<file path="src/rtl/gmii_tx_framer_if.sv">
// Signal bundle for gmii_tx_framer: TX FIFO head, length handshake and GMII pins.
// The master modport is the framer's view; slave is the surrounding logic.
interface gmii_tx_framer_if #(
    parameter int LEN_W = 11
);
    logic [7:0]       fifo_data;
    logic             fifo_empty;
    logic             fifo_rd;
    logic [LEN_W-1:0] word_count;
    logic             word_count_ready;
    logic             word_count_ack;
    logic [7:0]       gmii_tx_data;
    logic             gmii_tx_en;
    logic             gmii_tx_er;

    modport master (
        input  fifo_data, fifo_empty, word_count, word_count_ready,
        output fifo_rd, word_count_ack, gmii_tx_data, gmii_tx_en, gmii_tx_er
    );

    modport slave (
        output fifo_data, fifo_empty, word_count, word_count_ready,
        input  fifo_rd, word_count_ack, gmii_tx_data, gmii_tx_en, gmii_tx_er
    );
endinterface

</file>
<file path="src/rtl/gmii_tx_framer.sv">
// GMII transmit framer: preamble, SFD, payload, zero pad, optional CRC-32 FCS, IFG.
// Define GMII_TX_FCS_EN to append the 4-byte FCS; otherwise upstream supplies it.
module gmii_tx_framer #(
    parameter int LEN_W        = 11,
    parameter int PREAMBLE_LEN = 7,
    parameter int MIN_PAYLOAD  = 46,
    parameter int IFG_LEN      = 12,
    parameter int SYNC_STAGES  = 3
) (
    input  logic             clk,
    input  logic             rst,
    gmii_tx_framer_if.master bus,
    output logic             busy,
    output logic             underflow
);

    typedef enum logic [2:0] {
        IDLE,
        PREAMBLE,
        SFD,
        DATA,
        PAD,
`ifdef GMII_TX_FCS_EN
        FCS,
`endif
        IFG
    } state_t;

`ifdef GMII_TX_FCS_EN
    localparam state_t TAIL = FCS;
`else
    localparam state_t TAIL = IFG;
`endif

    localparam logic [LEN_W-1:0] PRE_LAST = LEN_W'(PREAMBLE_LEN - 1);
    localparam logic [LEN_W-1:0] IFG_LAST = LEN_W'(IFG_LEN - 1);
    localparam logic [LEN_W:0]   MIN_EXT  = (LEN_W + 1)'(MIN_PAYLOAD);

    state_t               state;
    state_t               state_next;
    logic [SYNC_STAGES-1:0] sync;
    logic                 rdy_s;
    logic                 ack_q;
    logic                 accept;
    logic [LEN_W-1:0]     rem_cnt;
    logic [LEN_W-1:0]     phase_cnt;
    logic [LEN_W:0]       pad_cnt;
    logic [LEN_W:0]       wc_ext;

    logic [7:0]           data_d;
    logic                 en_d;
    logic                 er_d;
    logic                 uf_d;
    logic                 rd_d;
    logic [7:0]           data_q;
    logic                 en_q;
    logic                 er_q;
    logic                 uf_q;

    assign rdy_s  = sync[SYNC_STAGES-1];
    assign accept = (state == IDLE) && rdy_s && !ack_q;
    assign busy   = (state != IDLE);
    assign wc_ext = {1'b0, bus.word_count};

    always_ff @(posedge clk) begin
        if (rst) begin
            state     <= IDLE;
            phase_cnt <= '0;
        end else begin
            state     <= state_next;
            phase_cnt <= (state_next != state) ? '0 : phase_cnt + 1'b1;
        end
    end

    always_comb begin
        state_next = state;
        case (state)
            IDLE:     if (accept) state_next = PREAMBLE;
            PREAMBLE: if (phase_cnt == PRE_LAST) state_next = SFD;
            SFD: begin
                if (rem_cnt != '0)      state_next = DATA;
                else if (pad_cnt != '0) state_next = PAD;
                else                    state_next = TAIL;
            end
            DATA:     if (rem_cnt == LEN_W'(1)) state_next = (pad_cnt != '0) ? PAD : TAIL;
            PAD:      if (pad_cnt == (LEN_W + 1)'(1)) state_next = TAIL;
`ifdef GMII_TX_FCS_EN
            FCS:      if (phase_cnt == LEN_W'(3)) state_next = IFG;
`endif
            IFG:      if (phase_cnt == IFG_LAST) state_next = IDLE;
            default:  state_next = IDLE;
        endcase
    end

`ifdef GMII_TX_FCS_EN
    logic [31:0] crc;
    logic [31:0] fcs;

    // Reflected CRC-32, one byte per call; the FCS is the complemented remainder.
    function automatic logic [31:0] crc_next(input logic [31:0] c, input logic [7:0] d);
        logic [31:0] r;
        r = c ^ {24'd0, d};
        for (int i = 0; i < 8; i++) begin
            r = r[0] ? ((r >> 1) ^ 32'hEDB88320) : (r >> 1);
        end
        return r;
    endfunction

    assign fcs = ~crc;

    always_ff @(posedge clk) begin
        if (rst || accept) begin
            crc <= '1;
        end else if (state == DATA || state == PAD) begin
            crc <= crc_next(crc, data_d);
        end
    end
`endif

    always_comb begin
        data_d = 8'h00;
        en_d   = 1'b0;
        er_d   = 1'b0;
        uf_d   = 1'b0;
        rd_d   = 1'b0;
        case (state)
            PREAMBLE: begin
                en_d   = 1'b1;
                data_d = 8'h55;
            end
            SFD: begin
                en_d   = 1'b1;
                data_d = 8'hD5;
            end
            DATA: begin
                en_d = 1'b1;
                if (!bus.fifo_empty) begin
                    rd_d   = 1'b1;
                    data_d = bus.fifo_data;
                end else begin
                    er_d = 1'b1;
                    uf_d = 1'b1;
                end
            end
            PAD: en_d = 1'b1;
`ifdef GMII_TX_FCS_EN
            FCS: begin
                en_d   = 1'b1;
                data_d = fcs[{phase_cnt[1:0], 3'b000} +: 8];
            end
`endif
            default: ;
        endcase
    end

    // Pad count is one bit wider so N > MIN_PAYLOAD clamps to zero instead of wrapping.
    always_ff @(posedge clk) begin
        if (rst) begin
            sync    <= '0;
            ack_q   <= 1'b0;
            rem_cnt <= '0;
            pad_cnt <= '0;
            data_q  <= 8'h00;
            en_q    <= 1'b0;
            er_q    <= 1'b0;
            uf_q    <= 1'b0;
        end else begin
            sync <= {sync[SYNC_STAGES-2:0], bus.word_count_ready};
            if (!rdy_s) begin
                ack_q <= 1'b0;
            end else if (accept) begin
                ack_q <= 1'b1;
            end
            if (accept) begin
                rem_cnt <= bus.word_count;
                pad_cnt <= (wc_ext < MIN_EXT) ? (MIN_EXT - wc_ext) : '0;
            end else begin
                if (state == DATA) rem_cnt <= rem_cnt - 1'b1;
                if (state == PAD)  pad_cnt <= pad_cnt - 1'b1;
            end
            data_q <= data_d;
            en_q   <= en_d;
            er_q   <= er_d;
            uf_q   <= uf_d;
        end
    end

    assign bus.fifo_rd        = rd_d;
    assign bus.word_count_ack = ack_q;
    assign bus.gmii_tx_data   = data_q;
    assign bus.gmii_tx_en     = en_q;
    assign bus.gmii_tx_er     = er_q;
    assign underflow          = uf_q;

endmodule

</file>
<file path="src/flat_wrapper.sv">
// flat-port wrapper written by rule: the top's interface ports become plain ports
module gmii_tx_framer_flat 
#(
    parameter int LEN_W        = 11,
    parameter int PREAMBLE_LEN = 7,
    parameter int MIN_PAYLOAD  = 46,
    parameter int IFG_LEN      = 12,
    parameter int SYNC_STAGES  = 3
)
  (clk, rst, busy, underflow, bus_fifo_data, bus_fifo_empty, bus_word_count, bus_word_count_ready, bus_fifo_rd, bus_word_count_ack, bus_gmii_tx_data, bus_gmii_tx_en, bus_gmii_tx_er);
  gmii_tx_framer_if #(.LEN_W(LEN_W)) bus_i ();
  input  logic clk;
  input  logic rst;
  output logic busy;
  output logic underflow;
  input wire logic [$bits(bus_i.fifo_data)-1:0] bus_fifo_data;
  input wire logic [$bits(bus_i.fifo_empty)-1:0] bus_fifo_empty;
  input wire logic [$bits(bus_i.word_count)-1:0] bus_word_count;
  input wire logic [$bits(bus_i.word_count_ready)-1:0] bus_word_count_ready;
  output wire logic [$bits(bus_i.fifo_rd)-1:0] bus_fifo_rd;
  output wire logic [$bits(bus_i.word_count_ack)-1:0] bus_word_count_ack;
  output wire logic [$bits(bus_i.gmii_tx_data)-1:0] bus_gmii_tx_data;
  output wire logic [$bits(bus_i.gmii_tx_en)-1:0] bus_gmii_tx_en;
  output wire logic [$bits(bus_i.gmii_tx_er)-1:0] bus_gmii_tx_er;
  assign bus_i.fifo_data = bus_fifo_data;
  assign bus_i.fifo_empty = bus_fifo_empty;
  assign bus_i.word_count = bus_word_count;
  assign bus_i.word_count_ready = bus_word_count_ready;
  assign bus_fifo_rd = bus_i.fifo_rd;
  assign bus_word_count_ack = bus_i.word_count_ack;
  assign bus_gmii_tx_data = bus_i.gmii_tx_data;
  assign bus_gmii_tx_en = bus_i.gmii_tx_en;
  assign bus_gmii_tx_er = bus_i.gmii_tx_er;
  gmii_tx_framer #(.LEN_W(LEN_W), .PREAMBLE_LEN(PREAMBLE_LEN), .MIN_PAYLOAD(MIN_PAYLOAD), .IFG_LEN(IFG_LEN), .SYNC_STAGES(SYNC_STAGES)) u_core (.clk(clk), .rst(rst), .bus(bus_i), .busy(busy), .underflow(underflow));
endmodule
</file>
<file path="config.mk">
export PLATFORM = sky130hd
export DESIGN_NAME = gmii_tx_framer_flat
export DESIGN_NICKNAME = d
export VERILOG_FILES = /design/src/rtl/gmii_tx_framer_if.sv /design/src/rtl/gmii_tx_framer.sv /design/src/flat_wrapper.sv
export SDC_FILE = /design/constraint.sdc
export NUM_CORES = 1
export LEC_CHECK = 0
export BUFFER_PORTS_ARGS = -buffer_cell sky130_fd_sc_hd__buf_4
export CAP_MARGIN = 5
export CORE_ASPECT_RATIO = 0.8
export CORE_MARGIN = 8
export CORE_UTILIZATION = 41
export CTS_CLUSTER_SIZE = 28
export DETAILED_ROUTE_END_ITERATION = 6
export MAX_ROUTING_LAYER = met4
export SYNTH_ARGS = -nofsm -noshare
export SYNTH_HDL_FRONTEND = slang
export SYNTH_SLANG_ARGS = --single-unit
</file>
<file path="constraint.sdc">
create_clock -name clk -period 2 [get_ports clk]
set_clock_uncertainty 0.05 [all_clocks]
set_input_delay 0.4 -clock clk [delete_from_list [all_inputs] [get_ports clk]]
set_output_delay 0.4 -clock clk [all_outputs]
set_load 0.1 [all_outputs]
</file>
### Yosys cells after proc, flatten, opt, wreduce, memory -nomap -nowiden

Cells that the tools add are included.

* $add $sub $neg: 4
* multipliers: 0
* div/mod/pow operators: 0
* $lt $le $gt $ge: 1
* equal/unequal tests: 10
* shift operators: 0
* mux-type cells: 19
* bitwise gates (word level): 2
* reductions and logical operators: 13

Operators with widths (number)
* two-way mux 12 bit: 3
* case mux 8 bit (3 select lines): 1
* two-way mux 11 bit: 2
* two-way mux 3 bit: 6
* case mux 3 bit (6 select lines): 1
* == test 12 x 1 -> 1 bit, second input constant: 1
* nonzero test 12 bit: 1
* subtractor 12 x 1 -> 12 bit, second input constant: 1
* subtractor 6 x 11 -> 12 bit, first input constant: 1
* adder 11 x 1 -> 11 bit, second input constant: 1
* == test 11 x 1 -> 1 bit, second input constant: 1
* == test 11 x 3 -> 1 bit, second input constant: 1
* == test 11 x 4 -> 1 bit, second input constant: 1
* less-than comparator 11 x 6 -> 1 bit, second input constant: 1
* nonzero test 11 bit: 1
* subtractor 11 x 1 -> 11 bit, second input constant: 1
* two-way mux 8 bit: 1
* == test 3 x 2 -> 1 bit, second input constant: 2
* == test 3 bit, second input constant: 2
* OR reduction 2 bit: 3
* two-way mux 1 bit: 5
* nonzero test 2 bit: 2
* OR reduction 4 bit: 1
* == test 3 x 1 -> 1 bit, second input constant: 1
* other kinds (6): 8

* register bits: 51
* bits in latches: 0
* bits in writable memories: 0
* memory bits (read-only): 0
* output and inout port bits: 14
* logic and storage cells: 58
* memories: 0

### Depth between registers and ports, before layout

Gate-level depths: netlist (run 1).

* depth after elaboration: 7
* mapped depth: 8
* mapped depth without buffers: 7

### Least setup slack after synthesis (run 1)

Ideal clock, no wire load.

* kind: reg-to-output
* from: reg u_core.state[1]
* to: out bus_fifo_rd
* arrival time: 2.249 ns
* path slack: -0.699 ns
* stages on the path, launching flop included: 5
* path buffers: 2
* cells stage by stage: dfxtp_1 -> clkbuf_1 -> nand3b_1 -> clkbuf_1 -> nor2_1

* longest elaborated chain between the ends: 2

Ends and longest elaborated chain
* from (decl): RTL line gmii_tx_framer.sv:39 `state_t state;`
* from (signal assigned): RTL line gmii_tx_framer.sv:70 `state <= state_next;`
* == test 3 x 2 -> 1 bit: RTL line gmii_tx_framer.sv:126 `case (state)`
* two-way mux 1 bit: RTL line gmii_tx_framer.sv:126
* to (decl): RTL line flat_wrapper.sv:20 `output wire logic [$bits(bus_i.fifo_rd)-1:0] bus_fifo_rd;`

No other way between the ends.

### Worst setup path after layout (run 1)

* from: reg u_core.rem_cnt[6]
* to: reg u_core.phase_cnt[7]

* longest elaborated chain between the ends: 5

Ends and longest elaborated chain
* from (decl): RTL line gmii_tx_framer.sv:45 `logic [LEN_W-1:0] rem_cnt;`
* from (signal assigned): RTL line gmii_tx_framer.sv:175 `rem_cnt <= bus.word_count;`
* from (signal assigned): RTL line gmii_tx_framer.sv:178 `if (state == DATA) rem_cnt <= rem_cnt - 1'b1;`
* == test 11 x 1 -> 1 bit or nonzero test 11 bit (tied branches): RTL line gmii_tx_framer.sv:85, gmii_tx_framer.sv:81
* two-way mux 3 bit (on tied branches): RTL line gmii_tx_framer.sv:85, gmii_tx_framer.sv:81
* case mux 3 bit (6 select lines) (*): RTL line gmii_tx_framer.sv:77 `case (state)`
* != test 3 bit (*): RTL line gmii_tx_framer.sv:71 `phase_cnt <= (state_next != state) ? '0 : phase_cnt + 1'b1;`
* OR reduction 2 bit (no source line) (*)
* to (signal assigned): RTL line gmii_tx_framer.sv:71
* to (decl): RTL line gmii_tx_framer.sv:46 `logic [LEN_W-1:0] phase_cnt;`

Every way passes the cells marked *; elsewhere a longest branch is shown, timed or not.
A chain may end at the register's enable or synchronous reset.

==> results.md, run 1 <==
Critical path:
- At the worst endpoint, the required time is 2.16 ns.
- The category of the worst setup path capture point is a register.
- By startpoint and endpoint, the worst setup path is classified as register to register.
- For the worst setup path, the data arrival time is around 2.1 ns.
- The worst setup path is launched from a register.
- The depth of the worst register-to-register path is 6.
- The startpoint identified for the worst register-to-register timing path is u_core.rem_cnt[6].
- In this run the critical register-to-register path is captured at u_core.phase_cnt[7].
- The slack of the worst reg-to-reg path is between 0.02 and 0.025 ns.
- The largest fanout of any net on the critical path is 5.

Route:
- In the routed design, unresolved DRC markers number 0.
- The wire length after detailed routing is 7.37 mm.
- In the routed layout, each cell is associated on average with a via count of 5.42.
- The pre-antenna-repair detailed-routing pass consisted of 4 iterations.
- The final route contains 2616 vias.
- After detailed routing, the average wire length per cell comes to 15.3 um.
- After the first detailed-routing iteration, the DRC count stood at 151.
- In this run the remaining antenna-violating nets after routing total 0.

Hold path:
- The instance count along the most critical hold path is 2.
- The path with the worst hold slack has its endpoint at u_core.bus.gmii_tx_data[1].
- The startpoint identified for the worst hold timing path is bus_fifo_data[1].
- The min-delay analysis places its worst path in the category primary input to register.

Yosys:
- The net count of the mapped netlist is 354.
- The number of synthesized flops with an enable pin is 0.
- The number of standard cells after synthesis is ~320.
- The number of library cell types mapped by synthesis is 59.
- The average cell area after synthesis is 8.41 um^2.
- In the synthesized netlist the dominant register cell turns out to be sky130_fd_sc_hd__dfxtp_1.
- The synthesized netlist occupies a cell area of 2700 um^2.
- For this run, asynchronously set or reset flops after synthesis account for 0%.
- Of the synthesized area, sequential elements account for 37.8%.
- For this run, the number of Yosys warnings is 0.
- The register bit count reported by yosys is roughly 50.

STA:
- The fmax is approximately 510 MHz.
- Setup repair after global routing could not meet its margin everywhere.
- The post-route clock period utilization is 98.8%.
- For the pin with the worst max-slew slack, the measured transition is between 0.3 and 0.4 ns.
- The number of endpoints failing setup at the final stage is 0.
- The final-report max-slew violation count is 0.
- The number of hold violations in the final report is 0.
- Measured against its own limit, the worst slew margin works out to 73.3%.
- The routed design could run at a clock period as short as 1.98 ns.

Global route:
- The number of global-route vias before repair came to between 2000 and 2500.
- Summed over all layers, the global routing overflow is 0.
- The pin count of the biggest net entering global routing is 19.
- The first global-routing pass estimated 11.6 mm of wire.
- The number of antenna violations at the first check in global routing is 0.
- For this run, the total global-route usage over all layers was measured as 15.7%.

Placed design:
- Routability-driven placement finished with a final weighted congestion of 0.843.
- The HPWL reported at the end of detailed placement is 5.41 mm.
- The count of input and output buffers is 36.
- After detailed placement, the total cell area comes to 3370 um^2.

CTS:
- The TritonCTS sink count is 51.
- TritonCTS built the clock tree.
- Buffers inserted during clock tree synthesis total 5.
- Counting along the longest clock path gives a buffer depth of 2.
- Clock-pin slew was measured on the worst setup and hold paths at 0.10 ns.
- The clock tree root buffer cell is sky130_fd_sc_hd__clkbuf_8.
- The number of hold buffers added after CTS is 0.
- CTS built an H-tree with a depth of 2.
- The later-pin clock latency in the skew report is 0.32 ns.

Final layout:
- The layout cell share with drive strength beyond 1 is 32.1%.
- The filler cells instantiated in the layout total around 620.
- The net count of the finished layout is 431.
- Once layout is done, the placed cells without fillers occupy 3640 um^2.
- The count of antenna diodes in the layout is 0.
- The synthesis-to-finish area growth is 34.9%.

Pwr:
- In this run the static leakage power is approximately 1.5 nW.
- Across the VDD grid, the largest voltage drop is 0.274 mV.
- Dividing total power by cell area gives a power density of 575 nW/um^2.
- Summing internal, switching and leakage power gives around 2.1 mW.

Run:
- Across the run, the number of max-cap violations was 0.

Floorplanning:
- 37 I/O pins were placed.
- After floorplanning, the core was sized to cover 6380 um^2.
- The die boundary height is 88.6 um.
- In this run the core area contains 26 standard-cell rows.
- The initial utilization of the core area, before any placement, comes to 42.3%.
- In this run the horizontal extent of the chip is around 110 um.
- The floorplan step defined a die boundary enclosing ~9500 um^2.

Outcome:
- The run finished with clean final reports.
how the worst max path moves through the flow:
| stage | cells after the start | from | to |
|---|---|---|---|
| after global placement | 8 | bus_word_count[8] | u_core.pad_cnt[7] |
| after CTS | 6 | u_core.phase_cnt[4] | u_core.phase_cnt[2] |
| after detailed placement | 8 | bus_word_count[8] | u_core.pad_cnt[7] |
| final | 6 | u_core.rem_cnt[6] | u_core.phase_cnt[7] |
| after floorplan | 4 | u_core.state[1] | bus_fifo_rd |
| after global routing | 6 | u_core.rem_cnt[6] | u_core.phase_cnt[10] |
per-stage QoR:
stage / cells / hold WS [ns] / setup WS, ns / util (%) / TNS (ns)
finish: 483 / 0.237 / 0.0244 / 57.1 / 0
global route: 483 / 0.228 / -0.0226 / 57.1 / -0.0962
CTS: 481 / 0.226 / 0.0327 / 54.8 / 0
detailed placement: 473 / 0.378 / -0.111 / 52.9 / -1.25
global placement: 473 / 0.370 / -0.125 / 52.9 / -0.720
floorplan: 321 / 0.364 / -0.240 / - / -0.240
cells by family (layout without fill, tap and decap cells):
kind of cell	Yosys count	count (layout)	share of synthesized area [%]
mux	1	1	0.510
simple gates	150	150	29.3
xor+xnor	16	16	5.19
compound gates	67	67	18.1
flops	51	51	37.8
fa+ha+maj	10	10	4.64
buf+inv	26	104	4.40
synth_stat cells, types with 4 or more instances:
master	instances	share of area, %
sky130_fd_sc_hd__xor2_1	7	2.3
sky130_fd_sc_hd__a31oi_1	7	1.6
sky130_fd_sc_hd__nor4_1	9	2.1
sky130_fd_sc_hd__o21ai_0	5	0.93
sky130_fd_sc_hd__nand2_1	17	2.4
sky130_fd_sc_hd__ha_1	10	4.6
sky130_fd_sc_hd__clkbuf_1	8	1.1
sky130_fd_sc_hd__nor3b_1	4	1.1
sky130_fd_sc_hd__nor3_1	22	4.1
sky130_fd_sc_hd__and3_1	6	1.4
sky130_fd_sc_hd__xnor2_1	9	2.9
sky130_fd_sc_hd__nor2_1	40	5.6
sky130_fd_sc_hd__nand3_1	6	1.1
sky130_fd_sc_hd__nor2b_1	5	1.2
sky130_fd_sc_hd__nand4_1	4	0.93
sky130_fd_sc_hd__dfxtp_1	51	38
sky130_fd_sc_hd__or3_1	7	1.6
sky130_fd_sc_hd__and2_1	4	0.93
sky130_fd_sc_hd__nor2_2	10	2.3
sky130_fd_sc_hd__a21oi_1	23	4.3
sky130_fd_sc_hd__inv_1	12	1.7
power breakdown:
| group | internal, mW | switching (mW) | leakage (nW) | total [mW] |
|---|---|---|---|---|
| clock network | 0.316 | 0.364 | 0.0505 | 0.680 |
| logic | 0.176 | 0.181 | 1.01 | 0.358 |
| registers | 1.04 | 0.0200 | 0.416 | 1.06 |
metal layers:
metal	share of wire (%)	vias to the layer above	global-route usage (%)
li1	-	1308	-
met1	52	1243	21.3
met2	42	57	22.3
met3	5.2	8	3.64
met4	0.99	0	4.97
met5	0	-	-
layout by cell type (no fill, tap or decap), types with 3 or more instances in the layout:
cell type,count
sky130_fd_sc_hd__xor2_1,7
sky130_fd_sc_hd__nor2_2,12
sky130_fd_sc_hd__and3_1,6
sky130_fd_sc_hd__nor3b_1,3
sky130_fd_sc_hd__o32a_1,3
sky130_fd_sc_hd__a221oi_1,3
sky130_fd_sc_hd__dfxtp_2,4
sky130_fd_sc_hd__nor3_1,22
sky130_fd_sc_hd__nor2_1,38
sky130_fd_sc_hd__nor4_1,6
sky130_fd_sc_hd__nand2b_1,3
sky130_fd_sc_hd__xnor2_1,9
sky130_fd_sc_hd__nor2b_1,5
sky130_fd_sc_hd__a31oi_1,7
sky130_fd_sc_hd__and2_1,4
sky130_fd_sc_hd__dfxtp_1,46
sky130_fd_sc_hd__nand2_1,17
sky130_fd_sc_hd__ha_1,8
sky130_fd_sc_hd__nand3b_1,3
sky130_fd_sc_hd__clkbuf_8,7
sky130_fd_sc_hd__nand3_1,6
sky130_fd_sc_hd__buf_4,79
sky130_fd_sc_hd__inv_1,10
sky130_fd_sc_hd__o21ai_0,5
sky130_fd_sc_hd__nand4_1,4
sky130_fd_sc_hd__a21oi_1,23
sky130_fd_sc_hd__or3_1,7
flip-flops by register name, indices dropped and copies added, names as in the netlist:
name and count:
u_core.bus.word_count_ack 1, u_core.bus.gmii_tx_en 1, u_core.bus.gmii_tx_data 8, u_core.rem_cnt 11, u_core.phase_cnt 11, u_core.sync 3, u_core.pad_cnt 12, u_core.state 3
u_core.bus.gmii_tx_er 1
critical path, stage by stage (launching register included):
cell and delay, ns:
sky130_fd_sc_hd__dfxtp_1 0.33, sky130_fd_sc_hd__or4_4 0.59, sky130_fd_sc_hd__o41ai_4 0.34, sky130_fd_sc_hd__nand4_1 0.16, sky130_fd_sc_hd__o211ai_2 0.15, sky130_fd_sc_hd__clkbuf_16 0.21, sky130_fd_sc_hd__nor2_2 0.04
what timing repair did:
| item | 4_1_cts | 5_1_grt |
|---|---|---|
| setup buffers | 0 | 2 |
| resized for setup | 5 | 23 |
| pin swaps | 0 | 7 |
| endpoints found under the setup margin | 13 | 12 |
| gates cloned | 0 | 1 |
area by class of cell:
cell class / count / area [um^2] / share of cell area, %
Tap cell: 84 / 105 / 2.89
Sequential cell: 51 / 1030 / 28.3
Inverter: 12 / 50.0 / 1.37
Multi-Input combinational cell: 244 / 1670 / 45.9
Clock inverter: 1 / 7.51 / 0.206
Timing Repair Buffer: 84 / 681 / 18.7
Clock buffer: 7 / 96.3 / 2.65
Note: power is estimated with default switching activity, not from simulation.
==> inputs of run 2 (changes only) <==
==> constraint.sdc (replaced) <==
create_clock -name clk -period 2.2 [get_ports clk]
set_clock_uncertainty 0.05 [all_clocks]
set_input_delay 0.44 -clock clk [delete_from_list [all_inputs] [get_ports clk]]
set_output_delay 0.44 -clock clk [all_outputs]
set_load 0.1 [all_outputs]
==> run 2 against run 1 <==
  * Worst setup slack improved by 0.091 ns
  * Utilization down 5.4 points
  * Cell count down 5.6%
  * Non-clock buffer count fell by 27
  * Clock-buffer cell count fell by 1
  * Critical path depth shrank 1
  * Critical endpoint is now busy
  * Die area is the same
  * First-iteration DRC count shrank 11%
  * Final area decreased by 9.4%
==> results.md, run 2 (synthesized netlist as in run 1, its figures left out) <==
Route:
- The routed wirelength normalized by instance count is around 15 um.
- For this block, the routed nets add up to 6.61 mm of wire.
- The first TritonRoute pass finished after 4 iterations.
- The detailed router placed 2475 vias in this run.
- The via-per-instance ratio is 5.43.
- After detailed routing, the number of remaining DRC violations is 0.
- In this run, the number of DRC markers left after iteration 0 of detailed routing was 135.
- The detail route stage leaves a number of antenna-violating nets equal to 0.

Pwr:
- The power per unit of standard cell area is 580 nW/um^2.
- The post-route total power is 1.91 mW.
- IR analysis of the VDD net gives a maximum drop of roughly 0.25 mV.
- The internal power of the cells is between 1 and 1.5 mW.
- In this run, the combinational gates consume 13.4% of the power.
- In this run the power spent charging and discharging nets is around 0.48 mW.
- In this run the static leakage power is 1.32 nW.
- Net switching is 25.1% of the power.
- The fraction of power consumed by the clock network is a little over a third.
- The sequential share of power is 50.4%.

Floorplanning:
- For this configuration, the core starts out at a cell density of 42.3%.
- Measured along the x axis, the die boundary spans 107 um.
- The die is ~89 um tall.
- The placement row count is 26.
- The floorplan step defined a die boundary enclosing 9450 um^2.
- The core region is 6380 um^2.
- Pin placement for this block handled 37 I/O pins.

Global route:
- The number of antenna violations at the first check in global routing is 0.
- The number of global-route vias before repair was about 2200.
- The overall track demand over capacity in global routing is 14.6%.
- The first global-routing pass estimated 11.0 mm of wire.
- Entering global routing, the biggest net connects 21 pins.
- The total overflow left after global routing is 0.

Critical path:
- Data on the critical path arrives at its endpoint at approximately 1.6 ns.
- The critical path required time is 1.71 ns.
- The type of the worst setup path is register to output port.
- The category of the worst setup path capture point is an output port.
- The startpoint type of the worst setup path is a register.
- Of all nets on the critical path, the largest fanout is 7.

STA:
- The number of hold violations in the final report is 0.
- The final sum of negative setup slack is 0 ns.
- Setup violations remaining at the end of the flow were counted as 0.
- Setup repair after global routing left no endpoint under its margin.
- The fmax is 480 MHz.
- The measured slew at the worst slew-check pin is 0.551 ns.
- The final-report max-slew violation count is 0.
- The post-route clock period utilization is 94.8%.
- The clock period could shrink to 2.08 ns.
- Measured against its own limit, the worst slew margin works out to ~63%.

CTS:
- After clock tree synthesis, the clock-pin slew on the worst setup and hold paths is 0.09 ns.
- The clock tree root buffer cell is sky130_fd_sc_hd__clkbuf_8.
- Counting every sink on the clock net gives 51.
- At the later pin of the worst-skew pair, clock insertion delay measures around 0.3 ns.
- The maximum level of the CTS H-tree is 2.
- TritonCTS built the clock tree.
- Buffers inserted during clock tree synthesis total 5.
- The number of buffers on the longest clock path is 2.

Final layout:
- The count of antenna diodes in the layout is 0.
- Compared with the post-synthesis result, the final layout area differs by 22.2%.
- The multi-input combinational cells in the finished layout cover a total of 1560 um^2.
- The count of nets after finishing is slightly above 400.
- The library cell used most frequently in the layout, excluding fill and tap cells, is sky130_fd_sc_hd__buf_4.
- The number of fill cells in the layout is approximately 650.
- The largest registers in the layout are u_core.pad_cnt (12), u_core.phase_cnt (11), u_core.rem_cnt (11).
- The number of flip-flops under the largest register name is 12.
- The register with the most flip-flops in the final layout is u_core.pad_cnt.
- The sequential standard cell area is 1020 um^2.
- Leaving out fill and tap cells, the most frequent cells in the layout are sky130_fd_sc_hd__buf_4, sky130_fd_sc_hd__dfxtp_1, sky130_fd_sc_hd__nor2_1.
- In the final layout, the share of cells above drive strength 1 is a little under a quarter.

Placed design:
- Once detailed placement completed, the half-perimeter wirelength came to ~5 mm.
- Port buffering added 36 buffers.
- The congestion estimate from routability-driven global placement came to 0.854.

Hold path:
- The worst min-delay path class is primary input to register.

Run:
- The max-cap check violation count is 0.

Outcome:
- The flow ran to the end, and the final reports show no timing, DRC or antenna violations.
==> run 2: through the flow <==
step / setup slack [ns] / std cells / hold slack [ns] / utilization, % / cell area [um^2]
2_1_floorplan: -0.0802 / 321 / 0.364 / - / 2700
3_5_place_dp: 0.0348 / 447 / 0.375 / 49.7 / 3170
3_3_place_gp: 0.0570 / 447 / 0.367 / 49.7 / 3170
6_report: 0.115 / 456 / 0.285 / 51.7 / 3300
4_1_cts: 0.0821 / 456 / 0.276 / 51.7 / 3300
5_1_grt: 0.00720 / 456 / 0.275 / 51.7 / 3300
==> run 2: what timing repair did <==
item | in CTS | in global routing
gates resized for setup | 0 | 2
setup endpoints to repair | 1 | 12
hold buffers | 0 | 0
buffers inserted | 1 | 0
pin swaps | 1 | 1
cloned | 0 | 0
==> run 2: worst paths after layout <==
kind / startpoint / end / slack (ns) / depth (start not counted)
setup reg to reg: u_core.rem_cnt[5] / u_core.phase_cnt[2] / 0.15 / 6
hold reg to reg: u_core.sync[2] / u_core.bus.word_count_ack / 0.39 / 2
setup / recovery: u_core.state[0] / busy / 0.12 / 5
hold / removal: bus_fifo_data[3] / u_core.bus.gmii_tx_data[3] / 0.28 / 2
==> run 2: power by group through the flow <==
stage	Combinational (mW)	Clock, mW	Sequential, mW
finish	0.257	0.692	0.963
CTS	0.257	0.713	0.963
global placement	0.253	0	0.984
floorplan	0.152	0	0.996
global route	0.283	0.752	0.967
detailed placement	0.256	0	0.984
==> run 2: cell type report <==
type	instances	share of cell area, %
Multi-Input combinational cell	244	47.4
Sequential cell	51	31.0
Timing Repair Buffer	57	13.4
Tap cell	84	3.19
Clock buffer	6	2.50
Inverter	12	1.37
Clock inverter	2	1.18
==> run 2: worst max-delay path, cell delays in order (launching register included) <==
cell	delay, ns
sky130_fd_sc_hd__dfxtp_1	0.46
sky130_fd_sc_hd__buf_4	0.20
sky130_fd_sc_hd__nor2_1	0.06
sky130_fd_sc_hd__buf_4	0.16
sky130_fd_sc_hd__nand2_1	0.11
sky130_fd_sc_hd__buf_4	0.31
==> run 2: layer usage <==
metal	vias up	GRT usage, %	wire length (um)
met5	-	-	0
met4	0	2.68	30
met3	2	3.49	410
met2	61	21.0	2730
met1	1154	20.2	3450
li1	1258	-	-
==> inputs of run 3 (changes only) <==
--- a/config.mk
+++ b/config.mk
@@ -12,6 +12,7 @@
 export CORE_UTILIZATION = 41
 export CTS_CLUSTER_SIZE = 28
 export DETAILED_ROUTE_END_ITERATION = 6
+export GPL_TIMING_DRIVEN = 0
 export MAX_ROUTING_LAYER = met4
 export SYNTH_ARGS = -nofsm -noshare
 export SYNTH_HDL_FRONTEND = slang
==> constraint.sdc (replaced) <==
create_clock -name clk -period 2.3 [get_ports clk]
set_clock_uncertainty 0.05 [all_clocks]
set_input_delay 0.46 -clock clk [delete_from_list [all_inputs] [get_ports clk]]
set_output_delay 0.46 -clock clk [all_outputs]
set_load 0.1 [all_outputs]
==> run 3 against run 2 <==
  * Critical path type is now register to register
  * Utilization down 1.8 points
  * Critical path depth up 2
  * Via count down 1.8%
  * Hold slack better by 0.017 ns
==> results.md, run 3 (synthesized netlist as in run 1, its figures left out) <==
Outcome:
- The run finished with clean final reports.

Global route:
- The number of global-route vias before repair came to roughly 2300.
- Global routing used 15.1% of the available tracks across all layers.
- The first global-routing pass estimated 11.2 mm of wire.
- The total global routing overflow is 0.
- The pin count of the biggest net entering global routing is 15.
- The number of antenna violations at the first check in global routing is 0.

Placed design:
- The number of placed cells counting well taps is 440.
- During placement, the flow inserted port buffers numbering 35.
- The congestion estimate from routability-driven global placement came to roughly 0.91.
- The minimum setup slack after placement is 0.0343 ns.
- The HPWL reported at the end of detailed placement is 5.08 mm.

Critical path:
- The worst setup path is launched from a register.
- Along the worst path, the maximum fanout reaches 10.
- STA puts the critical path data arrival time at ~2.4 ns.
- The worst register-to-register path ends at u_core.phase_cnt[5].
- The critical path is of the register to register type.
- The number of cells on the worst reg-to-reg path is 7.
- The critical path required time is 2.45 ns.
- The worst register-to-register path has a setup slack of 0.06 ns.
- The category of the worst setup path capture point is a register.
- The worst flop-to-flop path startpoint is u_core.rem_cnt[5].

Pwr:
- In this run the power density over the cells is between 500 and 600 nW/um^2.
- Summed over all cells, the static leakage comes to 1.25 nW.
- VDD sags by at most 0.320 mV.

Floorplanning:
- The die boundary height is 88.6 um.
- Pin placement for this block handled 37 I/O pins.
- The floorplan step defined a core boundary enclosing 6380 um^2.
- The width of the die is about 110 um.
- The area of the die is 9450 um^2.
- The initial core utilization is between 40% and 50%.
- The initialized floorplan defines 26 standard-cell rows.

Final layout:
- The count of nets after finishing is 396.
- Measured on the finished design, the core utilization comes to 50.0%.
- From synthesis to final layout, the design area changed by 18.0%.
- The layout cell share with drive strength beyond 1 is about a fifth.
- The count of cells in the finished layout, fillers not included, comes to 448.
- The register with the most flip-flops in the layout has 12 of them.
- The largest register by flop count is u_core.pad_cnt.
- Leaving out fill and tap cells, the most frequent cells in the layout are sky130_fd_sc_hd__dfxtp_1, sky130_fd_sc_hd__nor2_1, sky130_fd_sc_hd__buf_4.
- The leading cell type in the layout, fill and taps excluded is sky130_fd_sc_hd__dfxtp_1.
- The largest registers in the layout are u_core.pad_cnt (12), u_core.phase_cnt (11), u_core.rem_cnt (11).
- The count of antenna diodes in the layout is 0.

Route:
- The violation count after the first detailed-route iteration is between 100 and 150.
- For this run, design rule violations remaining after detail routing come to 0.
- The count of nets left with antenna violations once routing finished came out at 0.
- For this block, the routed nets add up to 6.68 mm of wire.
- The routed layout has approximately 2400 vias.
- In the routed layout, each cell is associated on average with a via count of 5.43.
- For this run, the detailed router's first-pass iteration total came to 4.
- The routed wirelength normalized by instance count is around 15 um.

CTS:
- The later-pin clock latency in the skew report is 0.30 ns.
- Clock-pin slew was measured on the worst setup and hold paths at 0.09 ns.
- The cell sitting at the root of the clock tree is a sky130_fd_sc_hd__clkbuf_8.
- Counting the buffers created by CTS gives 5.
- The number of buffers on the longest clock path is 2.
- The maximum level of the CTS H-tree is 2.
- The CTS tree is built.
- CTS saw 51 sinks.

STA:
- In the final timing run, aggregate negative setup slack is 0 ns.
- Hold timing on the final database bottoms out at a slack of 0.302 ns.
- Static timing analysis puts the maximum clock frequency at 446 MHz.
- The final-report max-slew violation count was 0.
- The number of endpoints failing setup at the final stage is 0.
- In this run the tightest slew margin relative to its limit is 55.3%.
- After layout, the minimum clock period comes to 2.24 ns.
- The number of hold violations in the final report is 0.
- Once routing completed, OpenROAD measured the worst setup slack at a little under 0.06 ns.
- The post-route clock period utilization is between 90% and 100%.
- At the pin with the least slew margin, the transition time is 0.670 ns.

Hold path:
- The worst min-delay path class is primary input to register.
- In this run the most critical hold path is launched from bus_fifo_data[3].
- The hold-critical path endpoint is u_core.bus.gmii_tx_data[3].
- The instance count along the most critical hold path is 2.

Run:
- The tool flagged a number of max-cap violations equal to 0.
==> run 3: timing repair <==
action / 4_1_cts / 5_1_grt
gates cloned: 0 / 0
setup endpoints to repair: 1 / 24
buffers inserted: 1 / 0
hold buffers: 0 / 0
pin swaps: 1 / 0
gates resized for setup: 0 / 11
==> run 3: worst max-delay path by stage <==
stage | start | end | depth (start not counted)
2_1_floorplan | u_core.state[1] | bus_fifo_rd | 4
3_3_place_gp | u_core.state[2] | u_core.rem_cnt[7] | 6
3_5_place_dp | bus_word_count[8] | u_core.pad_cnt[2] | 6
4_1_cts | u_core.state[2] | u_core.rem_cnt[5] | 6
5_1_grt | u_core.rem_cnt[5] | u_core.phase_cnt[5] | 7
6_report | u_core.rem_cnt[5] | u_core.phase_cnt[5] | 7
==> run 3: routing by layer <==
| layer | GRT usage, % | part of all wire, % | up-vias | wire length, um |
|---|---|---|---|---|
| met5 | - | 0 | - | 0 |
| met4 | 4.20 | 1.0 | 0 | 70 |
| met3 | 3.49 | 5.8 | 7 | 390 |
| met2 | 21.3 | 41 | 71 | 2710 |
| met1 | 21.0 | 53 | 1107 | 3510 |
| li1 | - | - | 1246 | - |
==> run 3: where the power goes <==
group,total [mW],internal [mW],switching [mW]
sequential,0.921,0.902,0.0180
combinational,0.240,0.102,0.138
clock,0.501,0.214,0.287
total,1.66,1.22,0.443
==> run 3: cell type report <==
class	count	area (um^2)
repair buffers	36	270
well taps	84	105
clock buffers	7	76.3
plain buffers	13	73.8
flip-flops and latches	51	1020
multi-input cells	244	1590
clock inverters	1	5.00
fillers	647	3190
inverters	12	45.0
==> run 3: stage by stage <==
step                      cell area (um^2)  total power, mW
final                                 3190             1.66
after global routing                  3190             1.76
after CTS                             3160             1.68
after detailed placement              3070             1.18
after global placement                3070             1.17
after floorplan                       2700             1.10
==> run 3: critical path: stages (launching register included) <==
cell,delay (ns)
sky130_fd_sc_hd__dfxtp_1,0.36
sky130_fd_sc_hd__or4_4,0.54
sky130_fd_sc_hd__buf_6,0.15
sky130_fd_sc_hd__nor4_1,0.51
sky130_fd_sc_hd__a2111oi_2,0.16
sky130_fd_sc_hd__o211ai_2,0.11
sky130_fd_sc_hd__buf_6,0.20
sky130_fd_sc_hd__nor2_2,0.05
